$ cat src/rtl/data_memory_ctrl.sv
// data_memory_ctrl
//   Word-addressed data memory with a valid/ready request port and a
//   registered, back-pressurable response port. Writes honour per-byte
//   enables; addresses at or above DEPTH are flagged with rsp_err, write
//   nothing and read back 0.
//
//   Optional feature macro: DMEM_CLEAR_EN
//     Defined   - after reset the block sweeps 0 into every word, one word
//                 per cycle, before accepting requests.
//     Undefined - memory powers up uninitialised; requests are accepted
//                 from the first edge after reset release.
//
// Ports
//   clk        in   clock, rising edge
//   rst_n      in   asynchronous active-low reset
//   req_valid  in   request present
//   req_ready  out  request can be accepted this cycle
//   req_write  in   1 = write, 0 = read
//   req_addr   in   [ADDR_W-1:0] word address
//   req_wdata  in   [DATA_W-1:0] write data
//   req_be     in   [DATA_W/8-1:0] byte enables (writes only)
//   rsp_valid  out  response present
//   rsp_ready  in   consumer accepts the response
//   rsp_rdata  out  [DATA_W-1:0] read data (0 for writes and errors)
//   rsp_err    out  address out of range
module data_memory_ctrl #(
    parameter int unsigned DATA_W = 16,
    parameter int unsigned DEPTH  = 128,
    parameter int unsigned ADDR_W = 16
) (
    input  logic                  clk,
    input  logic                  rst_n,
    input  logic                  req_valid,
    output logic                  req_ready,
    input  logic                  req_write,
    input  logic [ADDR_W-1:0]     req_addr,
    input  logic [DATA_W-1:0]     req_wdata,
    input  logic [DATA_W/8-1:0]   req_be,
    output logic                  rsp_valid,
    input  logic                  rsp_ready,
    output logic [DATA_W-1:0]     rsp_rdata,
    output logic                  rsp_err
);

    localparam int unsigned BE_W  = DATA_W / 8;
    localparam int unsigned IDX_W = (DEPTH > 1) ? $clog2(DEPTH) : 1;
    // One extra bit so DEPTH itself is representable for the range compare.
    localparam logic [ADDR_W:0] DEPTH_X = (ADDR_W + 1)'(DEPTH);

`ifdef DMEM_CLEAR_EN
    typedef enum logic [1:0] {S_CLEAR, S_OPEN, S_HOLD} state_e;
    localparam state_e S_RESET = S_CLEAR;
`else
    // S_BOOT holds req_ready low for the single cycle between reset release
    // and the first rising edge.
    typedef enum logic [1:0] {S_BOOT, S_OPEN, S_HOLD} state_e;
    localparam state_e S_RESET = S_BOOT;
`endif

    state_e              state_q, state_d;
    logic [DATA_W-1:0]   rsp_rdata_q, rsp_rdata_d;
    logic                rsp_err_q, rsp_err_d;
    logic [DATA_W-1:0]   mem_q [DEPTH];

    logic                accept;
    logic                in_range;
    logic [IDX_W-1:0]    idx;

    // Full-width compare: upper address bits can never alias into range.
    assign in_range  = ({1'b0, req_addr} < DEPTH_X);
    assign idx       = req_addr[IDX_W-1:0];

    assign rsp_valid = (state_q == S_HOLD);
    assign req_ready = (state_q == S_OPEN) || ((state_q == S_HOLD) && rsp_ready);
    assign accept    = req_valid && req_ready;
    assign rsp_rdata = rsp_rdata_q;
    assign rsp_err   = rsp_err_q;

`ifdef DMEM_CLEAR_EN
    logic [IDX_W-1:0] clr_cnt_q, clr_cnt_d;
    logic             clr_last;

    assign clr_last = (clr_cnt_q == IDX_W'(DEPTH - 1));

    always_comb begin
        clr_cnt_d = clr_cnt_q;
        if (state_q == S_CLEAR) begin
            clr_cnt_d = clr_last ? '0 : clr_cnt_q + IDX_W'(1);
        end
    end

    always_ff @(posedge clk or negedge rst_n) begin
        if (!rst_n) begin
            clr_cnt_q <= '0;
        end else begin
            clr_cnt_q <= clr_cnt_d;
        end
    end
`endif

    always_comb begin
        state_d = state_q;
        case (state_q)
`ifdef DMEM_CLEAR_EN
            S_CLEAR: if (clr_last) state_d = S_OPEN;
`else
            S_BOOT:  state_d = S_OPEN;
`endif
            S_OPEN:  if (accept) state_d = S_HOLD;
            // In HOLD an accept implies the pending response was taken too.
            S_HOLD:  if (rsp_ready && !accept) state_d = S_OPEN;
            default: state_d = S_RESET;
        endcase
    end

    always_comb begin
        rsp_rdata_d = rsp_rdata_q;
        rsp_err_d   = rsp_err_q;
        if (accept) begin
            rsp_err_d   = !in_range;
            rsp_rdata_d = (!req_write && in_range) ? mem_q[idx] : '0;
        end
    end

    always_ff @(posedge clk or negedge rst_n) begin
        if (!rst_n) begin
            state_q     <= S_RESET;
            rsp_rdata_q <= '0;
            rsp_err_q   <= 1'b0;
        end else begin
            state_q     <= state_d;
            rsp_rdata_q <= rsp_rdata_d;
            rsp_err_q   <= rsp_err_d;
        end
    end

    // Storage has no reset; only the optional sweep initialises it.
    always_ff @(posedge clk) begin
`ifdef DMEM_CLEAR_EN
        if (state_q == S_CLEAR) begin
            mem_q[clr_cnt_q] <= '0;
        end else
`endif
        if (accept && req_write && in_range) begin
            for (int unsigned b = 0; b < BE_W; b++) begin
                if (req_be[b]) begin
                    mem_q[idx][8*b +: 8] <= req_wdata[8*b +: 8];
                end
            end
        end
    end

endmodule

$ cat config.mk
export PLATFORM = sky130hd
export DESIGN_NAME = data_memory_ctrl
export DESIGN_NICKNAME = d
export VERILOG_FILES = /design/src/rtl/data_memory_ctrl.sv
export SDC_FILE = /design/constraint.sdc
export NUM_CORES = 2
export LEC_CHECK = 0
export BUFFER_PORTS_ARGS = -buffer_cell sky130_fd_sc_hd__buf_4
export CAP_MARGIN = 30
export CORE_UTILIZATION = 60
export CTS_CLUSTER_SIZE = 20
export DETAILED_ROUTE_END_ITERATION = 7
export GPL_TIMING_DRIVEN = 0
export PLACE_DENSITY = 0.76
export SLEW_MARGIN = 10
export SYNTH_ARGS = -nofsm -noshare
export SYNTH_HDL_FRONTEND = slang
export SYNTH_SLANG_ARGS = --single-unit
$ cat constraint.sdc
create_clock -name clk -period 2.7 [get_ports clk]
set_input_delay 0.135 -clock clk [delete_from_list [all_inputs] [get_ports clk]]
set_output_delay 0.135 -clock clk [all_outputs]
set_load 0.01 [all_outputs]
Word level (Yosys, flattened, before mapping)
Memories as Yosys holds them, arrays and structs flattened.
Index checks and enable logic that the tools add are counted.
Storage, ports and cells
  latch bits: 0
  bits in writable memories: 2048
  memories: 1
  ROM bits: 0
  input port bits: 39
  output and inout bits: 19
  register bits: 19
Cells by class
  add/sub/neg operators: 0
  reductions and logical operators: 12
  eq/ne operators: 4
  bitwise logic cells: 0
  magnitude comparators: 1
  shift operators: 0
  multiply operators: 0
  multiplexer cells: 10
  divide/modulo/power cells: 0
Memory list
  mem_q: depth 128, width 16, read ports 1, clocked after Yosys merged registers in 0, wr ports 1, line 63  | logic [DATA_W-1:0] mem_q [DEPTH];
Operators by type and width (count)
  < comparator 16 x 8 -> 1 bit (second input constant): 1
  2-to-1 mux 16 bit: 1
  logical AND 1 bit: 6
  2-to-1 mux 1 bit: 6
  case mux 2 bit (3 select lines): 1
  2-to-1 mux 2 bit: 2
  logical NOT 1 bit: 3
  equality test 2 x 1 -> 1 bit (second input constant): 1
  equality test 2 bit (second input constant): 1
  logical NOT 2 bit: 1
  inequality test 2 x 1 -> 1 bit (second input constant): 1
  inequality test 2 bit (second input constant): 1
  AND reduction 2 bit: 1
  logical OR 1 bit: 1

Depth between registers and ports, before layout
  word-level depth: 8
  depth in mapped cells: 10

Worst setup path before layout
Ideal clock, no wire load.
  path kind: reg2reg
  start: register state_q[0]
  end: memory mem_q[108][0] (enable)
  slack: 0.402 ns
  path buffers: 1
  cell stages (with the launch flop): 8
  arrival time: 1.928 ns
  path through: dfrtp_1 -> and3b_1 -> o21ai_2 -> nor2_1 -> and4b_1 -> nand2_1 -> buf_2 -> nor2_1
On the way
  longest elaborated chain between the ends: 8
RTL lines
  from (decl): line 60  | state_e state_q, state_d;
  from (signal assigned): line 131  | state_q <= state_d;
  equality test 2 bit: line 74  | assign req_ready = (state_q == S_OPEN) || ((state_q == S_HOLD) && rsp_ready);
  logical AND 1 bit: line 74
  logical OR 1 bit *: line 74
  logical AND 1 bit *: line 75  | assign accept = req_valid && req_ready;
  logical AND 1 bit * (2 in a row): line 144  | if (accept && req_write && in_range) begin
  2-to-1 mux 1 bit *: line 144
  2-to-1 mux 1 bit (not written as such) *: line 147  | mem_q[idx][8*b +: 8] <= req_wdata[8*b +: 8];
  to (decl): line 63
Every way passes the cells marked *; elsewhere a longest branch is shown, timed or not.

Worst setup path after layout
  start: input port req_addr[2]
  end: register rsp_rdata_q[12] (netlist: rsp_rdata[12])
On the way
  longest elaborated chain between the ends: 3
RTL lines
  from (decl): line 36  | input logic [ADDR_W-1:0] req_addr,
  < comparator 16 x 8 -> 1 bit: line 70  | assign in_range = ({1'b0, req_addr} < DEPTH_X);
  logical AND 1 bit: line 121  | rsp_rdata_d = (!req_write && in_range) ? mem_q[idx] : '0;
  2-to-1 mux 16 bit *: line 121
  to (signal assigned): line 132  | rsp_rdata_q <= rsp_rdata_d;
  to (decl): line 61  | logic [DATA_W-1:0] rsp_rdata_q, rsp_rdata_d;
Marked as above.
A chain may end at the register's enable or synchronous reset.

==> results_dict.tcl <==
set metrics [dict create \
    synth_commonest_cells "edfxtp_1 (2048), mux2i_1 (1024), o22ai_1 (513), nor2_1 (261), o21ai_0 (240)" \
    drt-total-wl_um 223000 \
    dieArea_sq_um 136000 \
    violations "setup timing" \
    path_class "input pin to flip-flop" \
    clk_latency_ns 0.85 \
    cts.sinks 2067 \
    timing.final.ws_setup_ns -0.297 \
    synth_top_area_share_pct 76.4 \
    yosys_warnings 0 \
    numCtsBuffers 194 \
    cp_num_buf_inv 4 \
    row_count 134 \
    worst_slew_pin_slew_ns 1.27 \
    cp_data_required_time_ns 3.41 \
    gp_congestion 0.952 \
    final_cells 6870 \
    slowest_stage "nor4_1" \
    ys_ff_latch 2067 \
    whs_ns 0.0994 \
    drv_cap 0 \
    dp_cells 6446 \
    synth_top_cell_by_area "edfxtp_1" \
    power_frac_comb_pct 5.6 \
    crit_chain "buf_4 > nand2_1 > buf_2 > clkbuf_2 > o22ai_1 > o21ai_1 > a41oi_1 > nor4_1 > buf_2 > o21ai_1" \
    rsz0062_at_grt "yes" \
    ant_nets 0 \
    intPower_mw 51.6 \
    timing.final.crit_share_pct 111 \
    clock.fmax_ghz 0.334 \
    status "complete, but fails checks" \
    post-dp-hpwl_um 144000 \
    syn-num-nets 4639 \
    critPathMaxStageDelay_ns 0.61 \
    p_leak_nw 31.1 \
    slew_headroom_pct 14.9 \
    hold_viol 0 \
    portBuffers 56 \
    drt_iter0_drc 7312 \
    vias 46327 \
    antenna_found_initial 9 \
    swShare_pct 21.7 \
    start_kind "input pin" \
    async_reset_ff_share_pct 0.919 \
    end_kind "flip-flop" \
    slew_viol_final 0 \
    clkTransAtPathRegs_ns 0.06 \
    hold_class "input pin to flip-flop" \
    grt_max_degree 129 \
    synth_enable_flop_cells 2048 \
    core_sq_um 133000 \
    start_util_pct 60.4 \
    peakVddDrop_mv 0.673 \
    yosys.cell_types.count 31 \
    cts-htree-levels 4 \
    dr.pass1.iters 8 \
    grt_overflow 0 \
    synth_cells 4600 \
    net-switching-power_mw 14.3 \
    cts_buffer_depth 3 \
    grt_pass1_vias 43658 \
    path_delay_family "buffers and inverters" \
    yosysSeqAreaShare_pct 76.9 \
    synth_area_sq_um 80500 \
    drt-wirelength-per-cell_um 32.4 \
    die_x_um 368 \
    seq_power_share_pct 53.5 \
    synthFlopType "edfxtp_1" \
    min_period_ns 3.00 \
    power.share.clock_pct 40.9 \
    track_usage_pct 32.2 \
    crit_arrival_ns 3.71 \
    pin_count 58 \
    vias_per_cell 6.74 \
    area_growth_pct 15.3 \
    cp_max_fo 10 \
    syn_area_per_cell_sq_um 17.5 \
    drcViolationCount 0 \
    cellPowerDensity_nw_per_um2 709 \
    root_buffer "clkbuf_16" \
    drive_above_1_share_pct 17.5 \
    cts_tree "done" \
    yosys-top-cells-area "edfxtp_1 (76%), mux2i_1 (13%), o22ai_1 (4.0%)" \
    die_h_um 368 \
    synth_most_common_cell "edfxtp_1" \
    nNetsFinal 4978 \
    grt_pass1_wl_um 306000 \
    finalSetupViolations 79 \
    fin_skew_ns 0.0384 \
]
==> through the flow <==
stage / total power, mW / setup WS (ns) / cell area (sq um) / utilization (%) / TNS [ns]
CTS: 65.7 / -0.0501 / 92200 / 69.1 / -1.10
global placement: 39.2 / -1.55 / 83200 / 62.4 / -1728.91
detailed placement: 39.3 / -1.36 / 83700 / 62.8 / -1805.19
global route: 67.1 / -0.0221 / 92900 / 69.7 / -1.05
floorplan: 37.6 / 0.402 / 80500 / - / 0
finish: 65.9 / -0.297 / 92900 / 69.7 / -2.67
==> sequential cells by signal (all words and copies together), names as in the netlist <==
signal     cells
mem_q       2048
rsp_rdata     16
state_q        2
rsp_err        1
==> cell type report <==
type | count | area, sq um
fill | 8128 | 40400
clock buffer | 244 | 5150
timing repair buffer | 143 | 1820
tap | 1768 | 2210
buffer | 300 | 1970
inverter | 3 | 11.3
sequential | 2067 | 62000
multi-input combinational | 2230 | 18700
antenna | 1 | 2.50
clock inverter | 114 | 1090
==> power by group through the flow <==
| stage | combinational, mW | sequential (mW) | clock, mW |
|---|---|---|---|
| after floorplan | 1.68 | 36.0 | 0 |
| after global placement | 3.20 | 36.0 | 0 |
| after detailed placement | 3.37 | 36.0 | 0 |
| after CTS | 3.50 | 35.3 | 26.9 |
| after global routing | 3.77 | 35.3 | 28.1 |
| final | 3.70 | 35.3 | 26.9 |
==> timing repair <==
action	CTS	global route
resized for setup	498	118
endpoints found under the hold margin	901	0
pin swaps	11	36
setup endpoints to repair	2062	1610
gates cloned	0	4
hold buffers	31	0
setup buffers	13	5
==> cell families after synthesis <==
| kind of cell | count (synthesis) | synth area share [%] |
|---|---|---|
| mux | 1024 | 12.7 |
| buf+inv | 303 | 2.12 |
| compound gates | 853 | 6.41 |
| flops | 2067 | 76.9 |
| simple gates | 353 | 1.80 |
==> tightest hold or removal path, delay by kind of cell <==
kind / cells / cell delay [ns]
AND/OR/NAND/NOR: 3 / 0.33
AO/OA/AOI/OAI: 1 / 0.11
buffers and inverters: 2 / 0.33
==> path summary, 6_finish.rpt <==
kind	from	end	slack (ns)	cells past startpoint
setup / recovery	req_addr[2]	rsp_rdata[12]	-0.30	10
hold / removal	req_addr[12]	rsp_rdata[13]	0.1	6
setup reg to reg	mem_q[61][12]	rsp_rdata[12]	-0.11	7
hold reg to reg	rsp_rdata[15]	rsp_rdata[15]	0.49	2
max in group asynchronous	rst_n	rsp_rdata[1]	2.22	4
min in group asynchronous	rst_n	rsp_rdata[13]	0.30	4
==> layer usage <==
layer  wire, um  global-route usage, %
met1      80600                   44.8
met2      98700                   47.4
met3      33100                   10.0
met4      10400                   13.3
met5         65                      0
==> cell usage in the layout (no fill, tap or decap), drive strengths merged <==
cell type	instances
clkinvlp	10
a41oi	64
dlygate4sd3	30
clkbuf	340
and4	2
nand2b	4
inv	9
or2	3
nor3	1
diode	1
nand2	46
nor2b	8
o22ai	513
nand3	5
a22o	1
or3	1
and2	2
a21boi	1
dfrtp	19
bufinv	18
nor2	261
nor4	17
and4b	2
mux2i	1024
o21ai	273
clkinv	80
buf	317
and3b	1
a21oi	1
edfxtp	2048
Note: power is estimated with default switching activity, not from simulation.
